**config.mk**
```make
export PLATFORM = sky130hd
export DESIGN_NAME = bus_width_increase_flat
export DESIGN_NICKNAME = d
export VERILOG_FILES = /design/src/rtl/bus_width_increase_if.sv /design/src/rtl/bus_width_increase.sv /design/src/flat_wrapper.sv
export SDC_FILE = /design/constraint.sdc
export NUM_CORES = 1
export LEC_CHECK = 0
export BUFFER_PORTS_ARGS = -buffer_cell sky130_fd_sc_hd__buf_2
export CAP_MARGIN = 25
export CORE_MARGIN = 4
export CORE_UTILIZATION = 34
export DETAILED_ROUTE_END_ITERATION = 7
export GPL_ROUTABILITY_DRIVEN = 0
export GPL_TIMING_DRIVEN = 0
export PLACE_DENSITY = 0.62
export SYNTH_ARGS = -nofsm -noshare
export SYNTH_HDL_FRONTEND = slang
export SYNTH_SLANG_ARGS = --single-unit
export TNS_END_PERCENT = 50
```
**constraint.sdc**
```tcl
create_clock -name clk -period 4.35 [get_ports clk]
set_clock_uncertainty 0.1 [all_clocks]
set_input_delay 0.435 -clock clk [delete_from_list [all_inputs] [get_ports clk]]
set_output_delay 0.435 -clock clk [all_outputs]
set_load 0.01 [all_outputs]
```
**src/rtl/bus_width_increase_if.sv**
```systemverilog
// Narrow-beat input stream and wide-word output stream of bus_width_increase.
// The DUT connects through the slave modport. A bench or upstream logic drives the master modport.
interface bus_width_increase_if #(
   parameter int unsigned SIZE_IN  = 8,
   parameter int unsigned SIZE_OUT = 32
);
   localparam int unsigned RATIO = SIZE_OUT / SIZE_IN;

   logic                input_valid;
   logic                input_ready;
   logic [SIZE_IN-1:0]  data_in;
   logic                input_last;
   logic                output_valid;
   logic                output_ready;
   logic [SIZE_OUT-1:0] data_out;
   logic [RATIO-1:0]    output_keep;
   logic                output_last;

   modport slave (
      input  input_valid, data_in, input_last, output_ready,
      output input_ready, output_valid, data_out, output_keep, output_last
   );

   modport master (
      output input_valid, data_in, input_last, output_ready,
      input  input_ready, output_valid, data_out, output_keep, output_last
   );
endinterface

```
**src/rtl/bus_width_increase.sv**
```systemverilog
// Packs SIZE_IN-bit beats little-endian into SIZE_OUT-bit words.
// A word may end early on input_last; its keep mask then marks only the lanes that were written.
module bus_width_increase #(
   parameter int unsigned SIZE_IN  = 8,
   parameter int unsigned SIZE_OUT = 32
) (
   input logic                 clk,
   input logic                 reset,
   bus_width_increase_if.slave bus
);
   localparam int unsigned RATIO = SIZE_OUT / SIZE_IN;
   localparam int unsigned CNT_W = (RATIO > 1) ? $clog2(RATIO) : 1;
   localparam logic [CNT_W-1:0] LAST_LANE = CNT_W'(RATIO - 1);

   logic [CNT_W-1:0]    cnt;
   logic [SIZE_OUT-1:0] acc_data;
   logic [RATIO-1:0]    acc_keep;
   logic                acc_last;
   logic                acc_full;

   logic [SIZE_OUT-1:0] out_data;
   logic [RATIO-1:0]    out_keep;
   logic                out_last;
   logic                out_valid;

   logic [SIZE_OUT-1:0] wr_data;
   logic [RATIO-1:0]    wr_keep;
   logic                beat;
   logic                complete;
   logic                slot_free;
   logic                in_ready;

   assign in_ready  = !acc_full && !reset;
   assign beat      = bus.input_valid && in_ready;
   assign complete  = beat && ((cnt == LAST_LANE) || bus.input_last);
   assign slot_free = !out_valid || bus.output_ready;

   // Word as it would look with the current beat merged into lane cnt.
   always_comb begin
      wr_data = acc_data;
      for (int unsigned k = 0; k < RATIO; k++) begin
         if (cnt == CNT_W'(k)) begin
            wr_data[k*SIZE_IN +: SIZE_IN] = bus.data_in;
         end
      end
      wr_keep = acc_keep | (RATIO'(1) << cnt);
   end

   always_ff @(posedge clk) begin
      if (reset) begin
         cnt       <= '0;
         acc_data  <= '0;
         acc_keep  <= '0;
         acc_last  <= 1'b0;
         acc_full  <= 1'b0;
         out_data  <= '0;
         out_keep  <= '0;
         out_last  <= 1'b0;
         out_valid <= 1'b0;
      end else begin
         if (out_valid && bus.output_ready) begin
            out_valid <= 1'b0;
         end

         // A held word always drains first. Beats are blocked while acc_full is set, so both cannot happen in one cycle.
         if (acc_full) begin
            if (slot_free) begin
               out_data  <= acc_data;
               out_keep  <= acc_keep;
               out_last  <= acc_last;
               out_valid <= 1'b1;
               acc_data  <= '0;
               acc_keep  <= '0;
               acc_last  <= 1'b0;
               acc_full  <= 1'b0;
            end
         end else if (complete) begin
            cnt <= '0;
            if (slot_free) begin
               out_data  <= wr_data;
               out_keep  <= wr_keep;
               out_last  <= bus.input_last;
               out_valid <= 1'b1;
               acc_data  <= '0;
               acc_keep  <= '0;
               acc_last  <= 1'b0;
            end else begin
               acc_data  <= wr_data;
               acc_keep  <= wr_keep;
               acc_last  <= bus.input_last;
               acc_full  <= 1'b1;
            end
         end else if (beat) begin
            acc_data <= wr_data;
            acc_keep <= wr_keep;
            cnt      <= cnt + 1'b1;
         end
      end
   end

   assign bus.input_ready  = in_ready;
   assign bus.output_valid = out_valid;
   assign bus.data_out     = out_data;
   assign bus.output_keep  = out_keep;
   assign bus.output_last  = out_last;
endmodule

```
**src/flat_wrapper.sv**
```systemverilog
// flat-port wrapper written by rule: the top's interface ports become plain ports
module bus_width_increase_flat 
#(
   parameter int unsigned SIZE_IN  = 8,
   parameter int unsigned SIZE_OUT = 32
)
  (clk, reset, bus_input_valid, bus_data_in, bus_input_last, bus_output_ready, bus_input_ready, bus_output_valid, bus_data_out, bus_output_keep, bus_output_last);
  bus_width_increase_if #(.SIZE_IN(SIZE_IN), .SIZE_OUT(SIZE_OUT)) bus_i ();
  input logic clk;
  input logic reset;
  input wire logic [$bits(bus_i.input_valid)-1:0] bus_input_valid;
  input wire logic [$bits(bus_i.data_in)-1:0] bus_data_in;
  input wire logic [$bits(bus_i.input_last)-1:0] bus_input_last;
  input wire logic [$bits(bus_i.output_ready)-1:0] bus_output_ready;
  output wire logic [$bits(bus_i.input_ready)-1:0] bus_input_ready;
  output wire logic [$bits(bus_i.output_valid)-1:0] bus_output_valid;
  output wire logic [$bits(bus_i.data_out)-1:0] bus_data_out;
  output wire logic [$bits(bus_i.output_keep)-1:0] bus_output_keep;
  output wire logic [$bits(bus_i.output_last)-1:0] bus_output_last;
  assign bus_i.input_valid = bus_input_valid;
  assign bus_i.data_in = bus_data_in;
  assign bus_i.input_last = bus_input_last;
  assign bus_i.output_ready = bus_output_ready;
  assign bus_input_ready = bus_i.input_ready;
  assign bus_output_valid = bus_i.output_valid;
  assign bus_data_out = bus_i.data_out;
  assign bus_output_keep = bus_i.output_keep;
  assign bus_output_last = bus_i.output_last;
  bus_width_increase #(.SIZE_IN(SIZE_IN), .SIZE_OUT(SIZE_OUT)) u_core (.clk(clk), .reset(reset), .bus(bus_i));
endmodule
```
Word level (Yosys, flattened, before mapping)
Cells that the tools add are included.
{ "op_classes": {"shifts": 1, "n_eq_ne": 5, "n_addsub": 1, "bitwise_logic": 2, "n_mux": 39, "reduce_logical": 17} }
{ "op_table": {"columns": ["cell", "count"], "rows": [
  ["32-bit two-way mux", 9],
  ["4-bit two-way mux", 9],
  ["8-bit two-way mux", 4],
  ["1-bit two-way mux", 15],
  ["2-bit AND reduction", 3],
  ["2-bit equality test (second input constant)", 2],
  ["1-bit logical AND", 4],
  ["2-bit two-way mux", 2],
  ["2-bit inequality test (second input constant)", 2],
  ["4-bit OR", 1],
  ["2-bit nonzero test", 2],
  ["1-bit by 2-bit << shifter with 4-bit output (first input constant)", 1],
  ["1-bit logical NOT", 3],
  ["3-bit AND reduction", 1],
  ["3-bit nonzero test", 1],
  ["2-bit by 1-bit adder with 2-bit output (second input constant)", 1],
  ["2-bit by 1-bit equality test with 1-bit output (second input constant)", 1],
  ["2-bit logical NOT", 1],
  ["1-bit logical OR", 2],
  ["1-bit inverter", 1]
]} }
{ "word_totals": {"wordCells": 74, "register_bits": 78} }

Longest topological paths before layout
{ "depth": {"depth_word": 6, "depth_mapped": 7} }

Worst setup path before layout
OpenSTA, ideal clock, no wires.
{ "synth_timing": {"kind": "input-to-reg", "from": "input port reset", "to": "register u_core.out_data[12], in the netlist u_core.bus.data_out[12]", "arrival_time_ns": 1.408, "required_time_ns": 4.107, "setup_ns": 0.143, "slack_ns": 2.699, "stages": 7, "cell_sequence": "buf_4 nand2b_1 o21bai_2 and2_1 buf_6 buf_6 a211oi_2"} }
{ "synth_between": {"elab_chain_len": 6} }
{ "synth_rtl": {"columns": ["element", "line_no", "source"], "rows": [
  ["start, declared", "flat_wrapper.sv:10", "input logic reset;"],
  ["1-bit logical NOT", "bus_width_increase.sv:33", "assign in_ready = !acc_full && !reset;"],
  ["1-bit logical AND", "bus_width_increase.sv:33", null],
  ["1-bit logical AND", "bus_width_increase.sv:34", "assign beat = bus.input_valid && in_ready;"],
  ["1-bit logical AND", "bus_width_increase.sv:35", "assign complete = beat && ((cnt == LAST_LANE) || bus.input_last);"],
  ["2-bit inequality test (no line) or 2-bit nonzero test (tied branches)", null, null],
  ["3-bit AND reduction (no line)", null, null],
  ["end signal, assigned", "bus_width_increase.sv:68", "out_data <= acc_data;"],
  ["end signal, assigned", "bus_width_increase.sv:80", "out_data <= wr_data;"],
  ["end, declared", "bus_width_increase.sv:21", "logic [SIZE_OUT-1:0] out_data;"]
]} }
Parallel ways exist; a longest one is shown, timed or not.
A chain may end at the register's enable or synchronous reset.

Worst setup path in the final report
{ "layout_timing": {"from": "register u_core.cnt[0]", "to": "register u_core.out_data[20], in the netlist u_core.bus.data_out[20]"} }
{ "layout_between": {"elab_chain_len": 5} }
{ "layout_rtl": {"columns": ["element", "line_no", "source"], "rows": [
  ["start, declared", "bus_width_increase.sv:15", "logic [CNT_W-1:0] cnt;"],
  ["start signal, assigned", "bus_width_increase.sv:96", "cnt <= cnt + 1'b1;"],
  ["2-bit equality test, on equally long branches", "bus_width_increase.sv:42, bus_width_increase.sv:35", null],
  ["8-bit two-way mux or 1-bit logical OR (tied branches)", "bus_width_increase.sv:42, bus_width_increase.sv:35", null],
  ["32-bit two-way mux or 1-bit logical AND (tied branches)", "bus_width_increase.sv:79, bus_width_increase.sv:35", null],
  ["32-bit two-way mux, or another cell as far along", "bus_width_increase.sv:77", "end else if (complete) begin"],
  ["32-bit two-way mux or 3-bit AND reduction (tied branches)", null, null]
]} }
Parallel ways exist; a longest one is shown, timed or not. The select of a mux whose other input is x is not followed.

==> metrics.cfg <==
[status]
status=finished, final reports clean

[sta]
fin_crit_ns=1.961
maxSlewHeadroom=0.5699
worst_pin_slew_ns=0.6451
rsz0062_at_grt=no
setup_ws_ns=2.389
fin_setup_tns_ns=0
finalMaxSlewViolations=0
period_share=0.4508
setup_viol=0
hold_ws_ns=0.2923
hold_viol_final=0
fmax_mhz=510.0

[place]
numPortBuffers=42
place_area_mm2=0.003714
dp_hpwl_mm=5.971
place_inst=482
dp_slack_ns=2.375

[yosys]
syn_inst=311
ys_types=33
yosysTopAreaCell=dfxtp_1
async_flop_share=0
synth_seq_cells=78
synth_edf_count=0
synth_area_mm2=0.003342
post-synth-top-count-cell=dfxtp_1
yosys-top-cells-count=78 x dfxtp_1, 41 x a21oi_1, 33 x a32o_1, 33 x mux2i_1, 23 x a211oi_1
synth_top_area_share=0.4672
ys_seq_area_frac=0.4672
avgSynthCellArea_um2=10.75
yosysWarnings=0
synth_area_leaders=dfxtp_1 47%, a32o_1 9.9%, mux2i_1 9.9%, a21oi_1 6.1%, a211oi_2 5.2%
syn_nets=329
ys.flop_type=dfxtp_1

[worst_setup_path]
crit_type=reg2reg
startpoint_type=flop
cpLargestDelayFamily=simple AND/OR/NAND/NOR gates
slowest_stage=dfxtp_1
crit_top_cell=buf_6
cp_max_fo=10
crit_buf_inv=2
cp_cell_sequence=ha_1 > nor2_2 > o21bai_2 > and2_1 > buf_6 > buf_6 > a211oi_1
cp.required_ns=4.51
critPathCaptureType=flop
slowest_delay_ns=0.36
crit_arrival_ns=2.12

[power_and_ir_drop]
total_power_mw=1.471
ir_drop_mv=0.1699
p_leak_nw=1.463
power.density_mw_per_mm2=376.8

[global_routing]
grt_util_all_layers=0.1557
grt.met3_usage=0.05057
top_usage_layer=met2
use_met1=0.2100
grt_pass1_vias=2647
grt_pass1_wl_mm=13.94
grt_antenna_before_repair=0
grt_max_degree=14
grt_use_met2=0.2404
overflow=0

[clocking]
numClockSinks=78
cts_hold_buf=0
clkLatencyLatePin_ns=0.35
clk_path_buf_depth=2
root_buffer=clkbuf_8
cts_made_buffers=9
h-tree-depth=3
cts_setup_buffers=0
clkSlewWorstSetupHoldPaths_ns=0.08
cts_tree=built
ctsResizeCount=0

[floorplanning]
rows=35
die_h_um=107.1
coreArea_mm2=0.009415
num_io_pins=52
die_width_um=107.1
dieArea_mm2=0.01148
start_util=0.3550

[run]
drv_cap=0

[route]
via_per_inst=5.265
drt_iter0_drc=142
routed_wirelength_mm=8.484
wl_per_cell_um=17.04
drc=0
drtPass1Iterations=5
vias=2622
ant_nets=0

[finish]
antenna_cells=0
fin_area_mm2=0.003904
drive_above_1_share=0.2791
fin_cells=498
syn_to_final_growth_pct=16.81
fin_util=0.4146
final_nets=382

[min_path]
hp-class=in2reg

==> sequential cells by signal, indices dropped and copies added (netlist names) <==
signal and cells:
u_core.acc_keep 4, u_core.bus.output_valid 1, u_core.acc_full 1, u_core.cnt 2
u_core.bus.output_keep 4, u_core.bus.output_last 1, u_core.acc_data 32, u_core.bus.data_out 32
u_core.acc_last 1
==> worst min-delay path, cell delays in order <==
cell and delay (ns):
buf_2 0.12, nand4b_1 0.08, a21oi_1 0.06
==> cell usage in the layout, fill, tap and decap left out, types with 2 or more instances in the layout <==
master,n
a211oi_1,23
a211oi_2,14
a21oi_1,41
a32o_1,33
buf_2,48
buf_4,5
buf_6,4
clkbuf_1,16
clkbuf_2,8
clkbuf_8,9
clkinv_2,2
clkinvlp_4,3
dfxtp_1,78
ha_1,5
inv_1,3
mux2i_1,33
nand2_1,4
nand2b_1,2
nor2_1,10
nor2b_1,5
o21a_1,2
o21ai_0,2
o21ai_2,5
==> cell families (layout without fill, tap and decap cells) <==
kind of cell	after synthesis	after routing	share of synthesized area
flops	78	78	0.4672
simple gates	29	29	0.04755
mux	33	33	0.09884
fa+ha+maj	5	5	0.01872
compound gates	125	125	0.3018
buf+inv	41	99	0.06589
==> area by class of cell <==
cell class                 count  area, µm²
sequential                    78       1562
clock buffer                  10      127.6
fill                         928       5512
timing repair buffer          42      210.2
clock inverter                 6      62.56
inverter                       3      11.26
buffer                        38      209.0
tap                          129      161.4
multi-input combinational    192       1560
==> per-layer routing <==
metal | share of wire | vias to the layer above
li1 | - | 1290
met5 | 0 | -
met1 | 0.48 | 1254
met2 | 0.45 | 67
met4 | 0.014 | 0
met3 | 0.056 | 11
==> final timing paths <==
check,startpoint,to,slack (ns),depth (start not counted)
hold / removal,bus_input_last,u_core.acc_last,0.29,3
setup / recovery,u_core.cnt[0],u_core.bus.data_out[20],2.39,7
setup reg to reg,u_core.cnt[0],u_core.bus.data_out[20],2.39,7
hold reg to reg,u_core.acc_data[17],u_core.acc_data[17],0.37,1
==> power breakdown <==
part | internal (mW) | switching (mW)
registers | 0.740 | 0.0136
clock network | 0.263 | 0.270
logic | 0.0699 | 0.115
total | 1.07 | 0.398
Power figures use the tool's default switching activity.
